===== src/rtl/onehot_seq_decoder_if.sv =====
// Control and status bundle for onehot_seq_decoder.
// The master drives index/step controls; the slave (decoder) returns the one-hot and status lines.
interface onehot_seq_decoder_if #(
  parameter int SEL_W = 3
);
  localparam int OUT_W = 2 ** SEL_W;

  logic             load_i;
  logic [SEL_W-1:0] sel_i;
  logic [1:0]       mode_i;
  logic             step_i;
  logic             en_i;
  logic [OUT_W-1:0] o;
  logic [SEL_W-1:0] idx_o;
  logic             wrap_o;
  logic             done_o;

  modport master (
    output load_i, sel_i, mode_i, step_i, en_i,
    input  o, idx_o, wrap_o, done_o
  );

  modport slave (
    input  load_i, sel_i, mode_i, step_i, en_i,
    output o, idx_o, wrap_o, done_o
  );
endinterface


===== src/rtl/onehot_seq_decoder.sv =====
// Registered binary-to-one-hot decoder with load, wrap-around up/down stepping,
// a one-shot upward scan with a sticky done flag, and an output enable.
module onehot_seq_decoder #(
  parameter int SEL_W = 3
) (
  input logic                  clk,
  input logic                  rst_n,
  onehot_seq_decoder_if.slave  bus
);
  localparam int OUT_W = 2 ** SEL_W;
  localparam logic [SEL_W-1:0] IDX_TOP = {SEL_W{1'b1}};

  typedef enum logic [1:0] {
    MODE_HOLD       = 2'b00,
    MODE_UP_WRAP    = 2'b01,
    MODE_DOWN_WRAP  = 2'b10,
    MODE_UP_ONESHOT = 2'b11
  } mode_e;

  mode_e            mode;
  logic [SEL_W-1:0] idx_q, idx_n;
  logic [OUT_W-1:0] o_q;
  logic             wrap_q, wrap_n;
  logic             done_q, done_n;

  assign mode = mode_e'(bus.mode_i);

  // Next-index resolution: load beats any step; done survives only in one-shot mode.
  always_comb begin
    // NOTE: every always_comb output gets a default first so no path leaves it unassigned (no latch).
    idx_n  = idx_q;
    wrap_n = 1'b0;
    done_n = done_q;
    if (bus.load_i) begin
      idx_n  = bus.sel_i;
      done_n = 1'b0;
    end else begin
      if (mode != MODE_UP_ONESHOT) done_n = 1'b0;
      if (bus.step_i) begin
        case (mode)
          MODE_UP_WRAP: begin
            idx_n  = idx_q + SEL_W'(1);
            wrap_n = (idx_q == IDX_TOP);
          end
          MODE_DOWN_WRAP: begin
            idx_n  = idx_q - SEL_W'(1);
            wrap_n = (idx_q == '0);
          end
          MODE_UP_ONESHOT: begin
            if (!done_q) begin
              if (idx_q == IDX_TOP) done_n = 1'b1;
              else                  idx_n  = idx_q + SEL_W'(1);
            end
          end
          default: ;
        endcase
      end
    end
  end

  // NOTE: asynchronous reset clears every state bit immediately, without waiting for clk.
  always_ff @(posedge clk or negedge rst_n) begin
    if (!rst_n) begin
      idx_q  <= '0;
      o_q    <= '0;
      wrap_q <= 1'b0;
      done_q <= 1'b0;
    end else begin
      // NOTE: non-blocking assignments so all registers update from the same pre-edge values.
      idx_q  <= idx_n;
      o_q    <= bus.en_i ? (OUT_W'(1) << idx_n) : '0;
      wrap_q <= wrap_n;
      done_q <= done_n;
    end
  end

  assign bus.o      = o_q;
  assign bus.idx_o  = idx_q;
  assign bus.wrap_o = wrap_q;
  assign bus.done_o = done_q;
endmodule


===== src/flat_wrapper.sv =====
// flat-port wrapper written by rule: the top's interface ports become plain ports
module onehot_seq_decoder_flat 
#(
  parameter int SEL_W = 3
)
  (clk, rst_n, bus_load_i, bus_sel_i, bus_mode_i, bus_step_i, bus_en_i, bus_o, bus_idx_o, bus_wrap_o, bus_done_o);
  onehot_seq_decoder_if #(.SEL_W(SEL_W)) bus_i ();
  input logic clk;
  input logic rst_n;
  input wire logic [$bits(bus_i.load_i)-1:0] bus_load_i;
  input wire logic [$bits(bus_i.sel_i)-1:0] bus_sel_i;
  input wire logic [$bits(bus_i.mode_i)-1:0] bus_mode_i;
  input wire logic [$bits(bus_i.step_i)-1:0] bus_step_i;
  input wire logic [$bits(bus_i.en_i)-1:0] bus_en_i;
  output wire logic [$bits(bus_i.o)-1:0] bus_o;
  output wire logic [$bits(bus_i.idx_o)-1:0] bus_idx_o;
  output wire logic [$bits(bus_i.wrap_o)-1:0] bus_wrap_o;
  output wire logic [$bits(bus_i.done_o)-1:0] bus_done_o;
  assign bus_i.load_i = bus_load_i;
  assign bus_i.sel_i = bus_sel_i;
  assign bus_i.mode_i = bus_mode_i;
  assign bus_i.step_i = bus_step_i;
  assign bus_i.en_i = bus_en_i;
  assign bus_o = bus_i.o;
  assign bus_idx_o = bus_i.idx_o;
  assign bus_wrap_o = bus_i.wrap_o;
  assign bus_done_o = bus_i.done_o;
  onehot_seq_decoder #(.SEL_W(SEL_W)) u_core (.clk(clk), .rst_n(rst_n), .bus(bus_i));
endmodule

===== config.mk =====
export PLATFORM = sky130hd
export DESIGN_NAME = onehot_seq_decoder_flat
export DESIGN_NICKNAME = d
export VERILOG_FILES = /design/src/rtl/onehot_seq_decoder_if.sv /design/src/rtl/onehot_seq_decoder.sv /design/src/flat_wrapper.sv
export SDC_FILE = /design/constraint.sdc
export NUM_CORES = 1
export LEC_CHECK = 0
export CAP_MARGIN = 20
export CELL_PAD_IN_SITES_DETAIL_PLACEMENT = 1
export CELL_PAD_IN_SITES_GLOBAL_PLACEMENT = 2
export CORE_ASPECT_RATIO = 0.7
export CORE_MARGIN = 2
export CORE_UTILIZATION = 29
export DETAILED_ROUTE_END_ITERATION = 12
export GPL_TIMING_DRIVEN = 1
export PLACE_DENSITY = 0.9
export SKIP_CTS_REPAIR_TIMING = 1
export SYNTH_ARGS = -nofsm -noshare
export SYNTH_HDL_FRONTEND = slang
export SYNTH_SLANG_ARGS = --single-unit

===== constraint.sdc =====
create_clock -name clk -period 5.1 [get_ports clk]
set_clock_uncertainty 0.2 [all_clocks]
set_input_delay 0.765 -clock clk [delete_from_list [all_inputs] [get_ports clk]]
set_output_delay 0.765 -clock clk [all_outputs]
set_load 0.005 [all_outputs]

# Word-level counts from Yosys, hierarchy flattened
# Cells that the tools add are included.
[word_totals]
register_bits = 13
input_bits = 10
output_inout_bits = 13
wordCells = 28
[op_classes]
add_sub_neg = 2
n_eq_ne = 5
n_shift = 1
mux = 15
n_reduce_logical = 1
[op_table]
columns = ["operator", "count"]
rows = [
  ["2-to-1 mux 3 bit", 4],
  ["case mux 3 bit (3 select lines)", 1],
  ["2-to-1 mux 1 bit", 8],
  ["2-to-1 mux 8 bit", 1],
  ["left shift 1 x 3 -> 8 bit (first input constant)", 1],
  ["== test 2 bit (second input constant)", 2],
  ["adder 3 x 1 -> 3 bit (second input constant)", 1],
  ["== test 3 bit (second input constant)", 1],
  ["zero test 3 bit", 1],
  ["subtractor 3 x 1 -> 3 bit (second input constant)", 1],
  ["== test 2 x 1 -> 1 bit (second input constant)", 1],
  ["!= test 2 bit (second input constant)", 1],
  ["case mux 1 bit (2 select lines)", 1],
]

# Longest topological paths before layout
[logic_depth]
ltp_word = 8
ltp_mapped = 8

# Least setup slack after synthesis
# No wires, ideal clock.
[synth_path]
kind = "input to register"
startpoint = "input port bus_mode_i[0]"
endpoint = "register u_core.o_q[0] (netlist: u_core.bus.o[0])"
arrival_ns = 1.983
required_ns = 4.814
slack_ns = 2.831
stages = 6
n_path_buf = 0
cell_sequence = "inv_1 -> ha_1 -> and2b_1 -> a211oi_1 -> or4b_4 -> nor3_1"
[synth_between]
elab_chain_cells = 6
word_cells_on_any_way = 8
[synth_lines]
columns = ["item", "line_no", "rtl"]
rows = [
  ["from (decl)", "flat_wrapper.sv:12", "input wire logic [$bits(bus_i.mode_i)-1:0] bus_mode_i;"],
  ["== test 2 bit / == test 2 x 1 -> 1 bit (equally long branches)", "onehot_seq_decoder.sv:40", "case (mode)"],
  ["case mux 3 bit (3 select lines) *", "onehot_seq_decoder.sv:40", ""],
  ["2-to-1 mux 3 bit *", "onehot_seq_decoder.sv:39", "if (bus.step_i) begin"],
  ["2-to-1 mux 3 bit *", "onehot_seq_decoder.sv:34", "if (bus.load_i) begin"],
  ["left shift 1 x 3 -> 8 bit *", "onehot_seq_decoder.sv:71", "o_q <= bus.en_i ? (OUT_W'(1) << idx_n) : '0;"],
  ["2-to-1 mux 8 bit *", "onehot_seq_decoder.sv:71", ""],
  ["to (signal assigned)", "onehot_seq_decoder.sv:71", ""],
  ["to (decl)", "onehot_seq_decoder.sv:22", "logic [OUT_W-1:0] o_q;"],
]
# Mark *: on every way between the ends. The rest lies on a longest branch, timed or not.

# Worst setup path after layout
[layout_path]
startpoint = "input port bus_mode_i[0]"
endpoint = "register u_core.o_q[5] (netlist: u_core.bus.o[5])"
# The elaborated chain is that of the path after synthesis.

==> flow_summary.json <==
{
  "ys_types": 28,
  "startpoint": "bus_mode_i[0]",
  "syn_nets": 88,
  "place_congestion": 0.842,
  "fmax_mhz": 354,
  "reg2reg_depth": 6,
  "core-area_mm2": 0.00246,
  "setup_ws_ns": 2.28,
  "diodes": 0,
  "clock_latency_ns": 0.24,
  "totalWireLength_um": 1830,
  "fin_tns_setup_ns": 0,
  "die_y_um": 46.4,
  "yosysSeqAreaShare": 0.436,
  "cp.required_ns": 5.04,
  "path_clk_slew_ns": 0.05,
  "antenna_found_initial": 0,
  "final_cell_mix": "clkdlybuf4s50_1, dfrtp_1, nor3_1, ha_1, inv_1",
  "die-area_mm2": 0.00300,
  "cp_slowest_stage_delay_ns": 0.60,
  "critPathCaptureType": "register",
  "rrSetupSlack_ns": 2.68,
  "period_needed_ns": 2.82,
  "r2r_start": "u_core.bus.idx_o[0]",
  "io_pins": 23,
  "viasPerCell": 4.82,
  "drive_above_1_share": 0.128,
  "syn-instance-count": 69,
  "hold_class": "reg2reg",
  "cap_violations": 0,
  "syn_area_per_cell_um2": 10.8,
  "syn2layout_area_growth_pct": 39.8,
  "worst_path_max_delay_cell": "or4b_4",
  "dp_hpwl_um": 1490,
  "final_util": 0.424,
  "slew_violations": 0,
  "io_buffer_count": 22,
  "grt_pass1_wl_um": 2860,
  "nets": 114,
  "grt_pass1_vias": 562,
  "hold_depth": 2,
  "status": "finished clean",
  "peakVddDrop_mv": 0.106,
  "hold_violations": 0,
  "worstHoldEndpoint": "u_core.bus.done_o",
  "critPathKind": "in2reg",
  "powerDensity_mw_per_mm2": 260,
  "drc": 0,
  "cts_tree": "built",
  "holdWs_ns": 0.455,
  "reg2reg_to": "u_core.bus.o[7]",
  "grt_max_degree": 14,
  "die_x_um": 64.6,
  "final_cells": 128,
  "grt-ovfl-total": 0,
  "cp.arrival_ns": 2.76,
  "firstDrtPassIters": 4,
  "yosys_warnings": 0,
  "min_from": "u_core.bus.done_o",
  "synth_area_um2": 746,
  "layout_commonest_cell": "clkdlybuf4s50_1",
  "dp.cells": 124,
  "worst_slew_pin_slew_ns": 0.552,
  "root_buffer": "clkbuf_8",
  "drtAntennaViolNets": 0,
  "cts_max_level": 1,
  "place_ws_ns": 2.03,
  "first_iter_violations": 33,
  "startpoint_type": "primary input",
  "ys_ff_latch": 13,
  "slew-limit-headroom": 0.631,
  "period_share": 0.554,
  "start_util": 0.303,
  "setup_viol": 0,
  "drt-wirelength-per-cell_um": 14.3,
  "rsz0062_at_grt": "false",
  "crit_chain": "clkdlybuf4s50_1 -> inv_1 -> ha_1 -> and2b_1 -> a211oi_1 -> or4b_4 -> nor3_1",
  "num_vias": 617,
  "rows": 15,
  "path_max_fanout": 4,
  "cts_buffers": 3,
  "grt_usage": 0.135,
  "p_leak_uw": 0.000454,
  "clock-sinks": 13,
  "clockBufferDepth": 2
}
[worst max-delay path by stage]
stage                       to  slack (ns)
2_1_floorplan  u_core.bus.o[0]        2.83
3_3_place_gp   u_core.bus.o[7]        2.11
3_5_place_dp   u_core.bus.o[5]        2.03
4_1_cts        u_core.bus.o[5]        2.29
5_1_grt        u_core.bus.o[5]        2.20
6_report       u_core.bus.o[5]        2.28
[metal layers]
layer | wire (um) | global-route usage
met1 | 935 | 0.194
met2 | 793 | 0.192
met3 | 74 | 0.0391
met4 | 25 | 0.0511
met5 | 0 | 0
[Yosys cell counts]
| cell | n | area [um2] |
|---|---|---|
| and2_1 | 1 | 6.26 |
| inv_1 | 8 | 30.0 |
| a31o_2 | 1 | 8.76 |
| a21oi_1 | 2 | 10.0 |
| or2b_1 | 1 | 7.51 |
| or3b_4 | 1 | 11.3 |
| nor3b_1 | 2 | 15.0 |
| nor2_1 | 3 | 11.3 |
| nor2b_1 | 1 | 6.26 |
| nor3_1 | 9 | 45.0 |
| o21ai_0 | 1 | 5.00 |
| o21ai_1 | 1 | 5.00 |
| buf_6 | 1 | 11.3 |
| or3_2 | 1 | 7.51 |
| a221oi_2 | 1 | 15.0 |
| a211oi_1 | 2 | 15.0 |
| and2b_1 | 1 | 7.51 |
| a311oi_2 | 1 | 15.0 |
| nand2_1 | 1 | 3.75 |
| dfrtp_1 | 13 | 325 |
| ha_1 | 9 | 113 |
| and2_2 | 1 | 7.51 |
| o31ai_2 | 1 | 12.5 |
| o31ai_1 | 1 | 7.51 |
| inv_2 | 1 | 3.75 |
| or3b_1 | 1 | 8.76 |
| or4b_4 | 1 | 13.8 |
| a32oi_1 | 2 | 17.5 |
[sequential cells by signal, summed over array words and instances, names as in the netlist]
| register | cells |
|---|---|
| u_core.bus.wrap_o | 1 |
| u_core.bus.done_o | 1 |
| u_core.bus.idx_o | 3 |
| u_core.bus.o | 8 |
[per-stage QoR]
| step | cell area [um2] | power, uW |
|---|---|---|
| floorplan | 746 | 150 |
| global placement | 997 | 180 |
| detailed placement | 997 | 182 |
| CTS | 1040 | 275 |
| global route | 1040 | 287 |
| finish | 1040 | 271 |
[critical path: cells and delay by family]
kind | cells | cell delay, ns
AOI/OAI and AO/OA | 1 | 0.13
adders and majority gates | 1 | 0.21
buffers and inverters | 2 | 0.60
and+or+nand+nor | 3 | 1.05
[cells by family (layout without fill, tap and decap cells)]
group,Yosys count,count (layout),synth area share
simple gates,24,24,0.203
compound gates,13,13,0.149
flops,13,13,0.436
buf+inv,10,35,0.0604
fa+ha+maj,9,9,0.151
[report_power, final]
| group | internal (uW) | switching, uW | total (uW) | leakage [uW] |
|---|---|---|---|---|
| registers | 110 | 4.66 | 114 | 0.000173 |
| clock network | 55.1 | 35.6 | 90.7 | 0.0000228 |
| logic | 33.2 | 32.9 | 66.1 | 0.000258 |
| total | 198 | 73.2 | 271 | 0.000454 |
[area by class of cell]
cell class	count	area [um2]
clock buffers	4	45.0
inverters	9	33.8
repair buffers	22	220
well taps	34	42.5
flip-flops and latches	13	325
fillers	276	1420
multi-input cells	46	375
Note: power is estimated with default switching activity, not from simulation.
